===== src/rtl/inj_pkg.sv =====
// Shared types and default timing for the injector peak/hold sequencer.
// The scheduler uses the same defaults so both sides agree on pulse timing.
package inj_pkg;

  typedef enum logic [1:0] {
    IDLE  = 2'd0,
    PEAK  = 2'd1,
    HOLD  = 2'd2,
    BLANK = 2'd3
  } inj_state_t;

  localparam int c_WIDTH_DEF       = 16;
  localparam int c_PEAK_COUNTS_DEF = 20;
  localparam int c_HOLD_PERIOD_DEF = 10;
  localparam int c_HOLD_ON_DEF     = 4;
  localparam int c_BLANK_DEF       = 8;

endpackage


===== src/rtl/inj_hold_pwm.sv =====
// Hold-phase PWM: wrapping phase counter with synchronous restart.
// on_next reports the on/off decision for the phase being loaded this edge.
module inj_hold_pwm
  import inj_pkg::*;
#(
  parameter int c_WIDTH       = c_WIDTH_DEF,
  parameter int c_HOLD_PERIOD = c_HOLD_PERIOD_DEF,
  parameter int c_HOLD_ON     = c_HOLD_ON_DEF
) (
  input  logic clk,
  input  logic rst_n,
  input  logic enable,
  input  logic restart,
  output logic on_next
);

  localparam logic [c_WIDTH-1:0] c_last   = c_WIDTH'(c_HOLD_PERIOD - 1);
  localparam logic [c_WIDTH-1:0] c_on_cnt = c_WIDTH'(c_HOLD_ON);
  localparam logic [c_WIDTH-1:0] c_one    = c_WIDTH'(1);

  logic [c_WIDTH-1:0] phase;
  logic [c_WIDTH-1:0] phase_nxt;

  always_comb begin
    phase_nxt = phase;
    if (restart) begin
      phase_nxt = '0;
    end else if (enable) begin
      phase_nxt = (phase == c_last) ? '0 : phase + c_one;
    end
  end

  assign on_next = (phase_nxt < c_on_cnt);

  always_ff @(posedge clk or negedge rst_n) begin
    if (!rst_n) begin
      phase <= '0;
    end else begin
      phase <= phase_nxt;
    end
  end

endmodule


===== src/rtl/inj_peak_hold_ctrl.sv =====
// Single-channel peak-and-hold injector sequencer with registered outputs.
// state | meaning
// IDLE  | ready for a request, gate off
// PEAK  | full-on drive, peak current threshold selected
// HOLD  | PWM-chopped drive, hold current threshold selected
// BLANK | gate off for flyback; always runs to completion
module inj_peak_hold_ctrl
  import inj_pkg::*;
#(
  parameter int c_WIDTH       = c_WIDTH_DEF,
  parameter int c_PEAK_COUNTS = c_PEAK_COUNTS_DEF,
  parameter int c_HOLD_PERIOD = c_HOLD_PERIOD_DEF,
  parameter int c_HOLD_ON     = c_HOLD_ON_DEF,
  parameter int c_BLANK       = c_BLANK_DEF
) (
  input  logic               i_clock,
  input  logic               i_reset_n,
  input  logic               i_start,
  input  logic [c_WIDTH-1:0] i_duration,
  input  logic               i_abort,
  output logic               o_ready,
  output logic               o_drive,
  output logic               o_hold_sel,
  output logic               o_done,
  output logic               o_aborted
);

  localparam logic [c_WIDTH-1:0] c_one      = c_WIDTH'(1);
  localparam logic [c_WIDTH-1:0] c_peak_end = c_WIDTH'(c_PEAK_COUNTS);
  localparam logic [c_WIDTH-1:0] c_blank_ld = c_WIDTH'(c_BLANK);

  inj_state_t state, state_nxt;
  logic [c_WIDTH-1:0] dur, dur_nxt;
  logic [c_WIDTH-1:0] elapsed, elapsed_nxt;
  logic [c_WIDTH-1:0] peak_cnt, peak_nxt;
  logic [c_WIDTH-1:0] blank_cnt, blank_nxt;
  logic aborted_nxt, done_nxt, hold_on_nxt;

  function automatic logic [c_WIDTH-1:0] sat_inc(input logic [c_WIDTH-1:0] v);
    return (&v) ? v : v + c_one;
  endfunction

  always_comb begin
    state_nxt   = state;
    dur_nxt     = dur;
    elapsed_nxt = elapsed;
    peak_nxt    = peak_cnt;
    blank_nxt   = blank_cnt;
    aborted_nxt = o_aborted;
    done_nxt    = 1'b0;
    case (state)
      IDLE: begin
        if (i_start && !i_abort) begin
          if (i_duration != '0) begin
            dur_nxt     = i_duration;
            elapsed_nxt = c_one;
            peak_nxt    = c_one;
            aborted_nxt = 1'b0;
            state_nxt   = PEAK;
          end else begin
            blank_nxt = c_blank_ld;
            state_nxt = BLANK;
          end
        end
      end
      PEAK, HOLD: begin
        // elapsed counts the cycle being entered, so equality closes the window
        if (i_abort || elapsed == dur) begin
          aborted_nxt = o_aborted | i_abort;
          blank_nxt   = c_blank_ld;
          state_nxt   = BLANK;
        end else begin
          elapsed_nxt = sat_inc(elapsed);
          if (state == PEAK) begin
            peak_nxt = sat_inc(peak_cnt);
            if (peak_cnt == c_peak_end) state_nxt = HOLD;
          end
        end
      end
      BLANK: begin
        if (blank_cnt <= c_one) begin
          blank_nxt = '0;
          done_nxt  = 1'b1;
          state_nxt = IDLE;
        end else begin
          blank_nxt = blank_cnt - c_one;
        end
      end
      default: state_nxt = IDLE;
    endcase
  end

  inj_hold_pwm #(
    .c_WIDTH      (c_WIDTH),
    .c_HOLD_PERIOD(c_HOLD_PERIOD),
    .c_HOLD_ON    (c_HOLD_ON)
  ) u_hold_pwm (
    .clk    (i_clock),
    .rst_n  (i_reset_n),
    .enable (state == HOLD),
    .restart(state_nxt == HOLD && state != HOLD),
    .on_next(hold_on_nxt)
  );

  always_ff @(posedge i_clock or negedge i_reset_n) begin
    if (!i_reset_n) begin
      state      <= IDLE;
      dur        <= '0;
      elapsed    <= '0;
      peak_cnt   <= '0;
      blank_cnt  <= '0;
      o_ready    <= 1'b1;
      o_drive    <= 1'b0;
      o_hold_sel <= 1'b0;
      o_done     <= 1'b0;
      o_aborted  <= 1'b0;
    end else begin
      state      <= state_nxt;
      dur        <= dur_nxt;
      elapsed    <= elapsed_nxt;
      peak_cnt   <= peak_nxt;
      blank_cnt  <= blank_nxt;
      o_ready    <= (state_nxt == IDLE);
      o_drive    <= (state_nxt == PEAK) || (state_nxt == HOLD && hold_on_nxt);
      o_hold_sel <= (state_nxt == HOLD);
      o_done     <= done_nxt;
      o_aborted  <= aborted_nxt;
    end
  end

endmodule

===== config.mk =====
export PLATFORM = sky130hd
export DESIGN_NAME = inj_peak_hold_ctrl
export DESIGN_NICKNAME = d
export VERILOG_FILES = /design/src/rtl/inj_pkg.sv /design/src/rtl/inj_hold_pwm.sv /design/src/rtl/inj_peak_hold_ctrl.sv
export SDC_FILE = /design/constraint.sdc
export NUM_CORES = 1
export LEC_CHECK = 0
export CAP_MARGIN = 5
export CORE_ASPECT_RATIO = 1.1
export CORE_MARGIN = 3
export CORE_UTILIZATION = 35
export DETAILED_ROUTE_END_ITERATION = 6
export GPL_ROUTABILITY_DRIVEN = 0
export HOLD_SLACK_MARGIN = 0.06
export SLEW_MARGIN = 20
export SYNTH_ARGS = -nofsm -noshare
export SYNTH_HDL_FRONTEND = slang
export SYNTH_SLANG_ARGS = --single-unit

===== constraint.sdc =====
create_clock -name i_clock -period 2.43 [get_ports i_clock]
set_clock_uncertainty 0.05 [all_clocks]
set_input_delay 0.3645 -clock i_clock [delete_from_list [all_inputs] [get_ports i_clock]]
set_output_delay 0.3645 -clock i_clock [all_outputs]
set_load 0.05 [all_outputs]

Yosys cells after proc, flatten, opt, wreduce, memory -nomap -nowiden. Cells that the tools add are included. Widths: inputs -> output; s select.

Word-level logic and storage cells: 83. Memories: 0. Latch bits: 0. Output and inout bits: 5. Register bits: 87. ROM bits: 0. Memory bits (writable): 0.

Equal/unequal tests: 17. $add $sub $neg: 4. Reduce and logical (&&, ||, !) cells: 18. Divide/modulo/power cells: 0. Bitwise operators: 1. Multiplexer cells: 30. Multiply operators: 0. Shifts and indexed selects: 0. Order comparisons: 2.

Operator list (count): $mux 16 (14); $pmux 16 s2 (2); $add 16x1->16 const B (3); $pmux 16 s3 (1); $reduce_and 16->1 (2); $ne 2x2->1 const B (9); $eq 16x16->1 (1); $eq 16x4->1 const B (1); $eq 16x5->1 const B (1); $le 16x1->1 const B (1); $lt 16x3->1 const B (1); $reduce_bool 16->1 (1); $sub 16x1->16 const B (1); $mux 2 (6); $eq 2x2->1 const B (3); $pmux 2 s3 (1); $reduce_and 3->1 (2); $reduce_and 6->1 (1); $mux 1 (5); $reduce_and 5->1 (1); $eq 2x1->1 const B (2); $logic_not 2->1 (2); $reduce_and 4->1 (1); $logic_and 1x1->1 (3); other kinds (6) (7).

Depth between registers and ports, before layout.
Word-level depth: 11. Gate-level depth with buffers: 11. Mapped depth without buffers: 9.

Modules after synthesis. Synthesis repeated with hierarchy kept, for this count alone.

Cells, all modules: 539. Area total of the unflattened synthesis: 5027.3 µm².

Modules (own cells, without submodules): inj_peak_hold_ctrl (sequential area each 1778.0 µm², cells each 415, times used 1, area an instance 3938.8 µm²); inj_hold_pwm (sequential area each 400.4 µm², cells each 124, times used 1, area an instance 1088.5 µm²).

Worst setup path before layout. Ideal clock, no wire load.

Path type: flip-flop to flip-flop. From: register state[0]. To: register o_drive. Cell stages (with the launch flop): 10. Library setup time: 0.087 ns. Period minus slack after synthesis: 2.423 ns. Slack: 0.007 ns. Data required time: 2.293 ns. Arrival: 2.287 ns. Cell sequence: dfrtp_1 inv_1 ha_1 buf_2 nand4_1 nor4_1 mux2_2 a2111oi_0 o2111ai_1 o211ai_1.

Cells in the longest elaborated chain, start to end: 10.

RTL lines: start, declared (RTL line inj_peak_hold_ctrl.sv:32) `inj_state_t state, state_nxt;`; start signal, assigned (RTL line inj_peak_hold_ctrl.sv:118) `state <= state_nxt;`; $eq 2x1->1 or $mux 2 (tied branches) (RTL line inj_peak_hold_ctrl.sv:51, inj_peak_hold_ctrl.sv:74, inj_peak_hold_ctrl.sv:76); $mux 2 (RTL line inj_peak_hold_ctrl.sv:74) `if (state == PEAK) begin`; $mux 2 (RTL line inj_peak_hold_ctrl.sv:68) `if (i_abort || elapsed == dur) begin`; $pmux 2 s3 (RTL line inj_peak_hold_ctrl.sv:51) `case (state)`; $eq 2x2->1 (RTL line inj_peak_hold_ctrl.sv:101, inj_peak_hold_ctrl.sv:124); $logic_and 1x1->1 (RTL line inj_peak_hold_ctrl.sv:101) `.restart(state_nxt == HOLD && state != HOLD),`; $mux 16 (RTL line inj_hold_pwm.sv:26) `if (restart) begin`; $lt 16x3->1 (RTL line inj_hold_pwm.sv:33) `assign on_next = (phase_nxt < c_on_cnt);`; $logic_and 1x1->1 (RTL line inj_peak_hold_ctrl.sv:124) `o_drive <= (state_nxt == PEAK) || (state_nxt == HOLD && hold_on_nxt);`; $logic_or 1x1->1 * (RTL line inj_peak_hold_ctrl.sv:124); end signal, assigned (RTL line inj_peak_hold_ctrl.sv:124); end, declared (RTL line inj_peak_hold_ctrl.sv:22) `output logic o_drive,`.

Mark *: on every way between the ends. The rest lies on a longest branch, timed or not. A chain may end at the register's enable or synchronous reset.

Worst setup path in the final report.
From: register u_hold_pwm.phase[7]. To: register o_drive.

Cells in the longest elaborated chain, start to end: 7.

RTL lines: start, declared (RTL line inj_hold_pwm.sv:21) `logic [c_WIDTH-1:0] phase;`; start signal, assigned (RTL line inj_hold_pwm.sv:39) `phase <= phase_nxt;`; $add 16x1->16 or $eq 16x4->1 (tied branches) (RTL line inj_hold_pwm.sv:29) `phase_nxt = (phase == c_last) ? '0 : phase + c_one;`; $mux 16 (RTL line inj_hold_pwm.sv:29); $mux 16 * (RTL line inj_hold_pwm.sv:28) `end else if (enable) begin`; $mux 16 * (RTL line inj_hold_pwm.sv:26); $lt 16x3->1 * (RTL line inj_hold_pwm.sv:33); $logic_and 1x1->1 * (RTL line inj_peak_hold_ctrl.sv:124); $logic_or 1x1->1 * (RTL line inj_peak_hold_ctrl.sv:124).

Marked as above.

==> impl_metrics.ini <==
[detailed_routing]
vias = 4510
vias_per_cell = 5.47
drc = 0
wl_um = 12800
first_pass_iters = 5
routedWlPerCell_um = 15.6
drt_iter0_drc = 192
ant_nets = 0

[synthesis]
syn_area_um2 = 5110
synthesis.instances = 542
synth_nets = 574
syn_area_per_cell_um2 = 9.44
ys.flop_type = dfrtp_1
async_reset_ff_share_pct = 100
synth-seq-cells = 87
yosysWarnings = 0
synth_cell_types = 64
ys_seq_area_share_pct = 42.6
synth_edf_count = 0

[timing]
worstMarginPinSlew_ns = 0.755
maxSlewViolCount = 0
max_freq_mhz = 428
holdWs_ns = 0.439
hold_viol_final = 0
slew_headroom_pct = 49.6
setup_viol = 0
setup_tns_ns = 0
rsz0062_at_grt = yes
min_period_ns = 2.34
fin_crit_sh_pct = 96.1

[critical_path]
start_kind = flip-flop
crit_required_ns = 2.63
cp_slowest_cell = dfrtp_1
cp_max_fo = 5
endpoint_kind = flip-flop
arrival_ns = 2.53
path_cells = nand4_1 -> buf_4 -> nor4_4 -> mux2_4 -> a2111oi_4 -> buf_4 -> o2111ai_1 -> o211ai_1
r2r_start = u_hold_pwm.phase[7]
critical_path_class = flip-flop to flip-flop
startpoint = u_hold_pwm.phase[7]
cpMostUsedCell = buf_4
slowest_delay_ns = 0.44

[cts]
clockBufferDepth = 2
cts_max_level = 3
clockRootBuffer = clkbuf_16
insertion_delay_ns = 0.34
cts_tree = yes
clock_sinks = 87
cts.clk_slew.worst_paths_ns = 0.06
cts_made_buffers = 9

[place]
placed_cells = 794
place_hpwl_um = 8880
numPortBuffers = 24

[layout]
syn_to_final_growth_pct = 29.0
n_antenna_cell = 0
nNetsFinal = 663
layout-drive-gt1-share_pct = 23.9
final_cells = 824

[status]
status = finished, final reports clean

[die]
die_h_um = 133
ios = 25
start_util_pct = 36.3
dieArea_um2 = 16100
dieWidth_um = 121
core_um2 = 14100
rows = 45

[global_routing]
grtUsageTotal_pct = 15.7
antenna_found_initial = 0
grt_pass1_vias = 4303
grt_max_degree = 47
grt_pass1_wl_um = 20900
overflow = 0

[flow_run]
drv_cap = 0

[power_and_ir_drop]
vdd_drop_max_mv = 0.637
p_leak_nw = 2.89
p_per_area_nw_per_um2 = 1200

[min_path]
hp-start = blank_cnt[14]
min_path_type = flip-flop to flip-flop
-- stage by stage --
step	setup slack [ns]	cell area (µm²)	total power [W]	utilization [%]
floorplan	0.00652	5110	0.00472	-
global placement	-0.290	5990	0.00607	42.5
detailed placement	-0.355	5990	0.00619	42.5
CTS	0.00914	6330	0.00771	45.0
global route	-0.0329	6600	0.00849	46.9
finish	0.0940	6600	0.00788	46.9
-- cell usage after synthesis, drive strengths merged, types with 6 or more instances --
| cell type | n | share of area, % |
|---|---|---|
| buf | 13 | 1.7 |
| mux2i | 6 | 1.2 |
| o21ai | 41 | 4.0 |
| nand2b | 9 | 1.1 |
| o31ai | 7 | 1.0 |
| nand4 | 17 | 2.1 |
| nor4 | 21 | 3.0 |
| xnor2 | 11 | 1.9 |
| inv | 22 | 1.6 |
| clkbuf | 13 | 0.95 |
| xor2 | 24 | 4.1 |
| mux2 | 17 | 3.7 |
| nand3 | 14 | 1.4 |
| or3 | 13 | 1.6 |
| a31o | 7 | 1.2 |
| nor2 | 35 | 2.6 |
| nor3 | 14 | 1.4 |
| ha | 12 | 2.9 |
| dfrtp | 86 | 42 |
| a21oi | 37 | 3.6 |
| nand2 | 45 | 3.3 |
-- layer usage --
metal | vias up | GRT usage [%] | part of all wire (%)
li1 | 2176 | - | -
met2 | 108 | 25.9 | 50
met3 | 18 | 2.74 | 3.7
met4 | 0 | 5.29 | 1.8
met5 | - | 0 | 0
met1 | 2208 | 20.9 | 44
-- where the power goes --
group	switching, W	internal [W]	leakage (nW)	total (W)
Sequential	0.000444	0.00191	1.14	0.00235
Combinational	0.00216	0.00191	1.61	0.00407
Clock	0.000557	0.000903	0.144	0.00146
-- cell usage in the layout, fill, tap and decap left out, drive strengths merged, types with 17 or more instances in the layout --
cell type      netlist  layout
a21oi               37      37
buf                 13      80
nand2               45      45
dfrtp               86      86
nor2                35      35
xor2                24      24
o21ai               41      41
clkdlybuf4s50        0      23
nor4                21      21
mux2                17      17
nand4               17      17
inv                 22      22
-- registers in the layout, summed over array words and instances, names as in the netlist, 2 cells and up --
| name | flops |
|---|---|
| blank_cnt | 16 |
| dur | 16 |
| elapsed | 16 |
| peak_cnt | 16 |
| u_hold_pwm.phase | 16 |
| state | 2 |
-- cells by family (layout without fill, tap and decap cells) --
logic type	Yosys count	after routing	synth area share, %
adders and majority gates	12	12	2.94
and+or+nand+nor	201	201	21.1
buffers and inverters	48	142	4.23
DFF	87	87	42.6
muxes	23	23	4.92
xor gates and xnor gates	35	35	5.99
AOI/OAI and AO/OA	136	136	18.2
-- final cells by class --
| type | instances | area (µm²) |
|---|---|---|
| inverter | 22 | 82.6 |
| multi-input combinational | 407 | 2920 |
| sequential | 87 | 2180 |
| clock inverter | 3 | 67.6 |
| clock buffer | 13 | 240 |
| timing repair buffer | 104 | 876 |
| tap | 188 | 235 |
| fill | 1329 | 7480 |
-- final timing paths --
path                                  to  slack [ns]  cells after the start
min reg2reg                blank_cnt[14]        0.44                      1
max in group asynchronous    elapsed[11]        1.10                      3
max                              o_drive        0.09                      8
min in group asynchronous    peak_cnt[1]        0.53                      2
max reg2reg                      o_drive        0.09                      8
min                        blank_cnt[14]        0.44                      1
-- what timing repair did --
action / CTS / global route
pin swaps: 2 / 12
resized for setup: 4 / 32
endpoints found under the setup margin: 17 / 37
cloned: 0 / 1
hold endpoints to repair: 43 / 0
buffers inserted: 1 / 11
hold buffers: 1 / 0
-- critical path, delay by kind of cell (launching register included) --
kind / cells / cell delay (ns)
AO/OA/AOI/OAI: 3 / 0.58
multiplexers: 1 / 0.35
AND/OR/NAND/NOR: 2 / 0.46
buffers and inverters: 2 / 0.35
flip-flops: 1 / 0.44
Note: power is estimated with default switching activity, not from simulation.
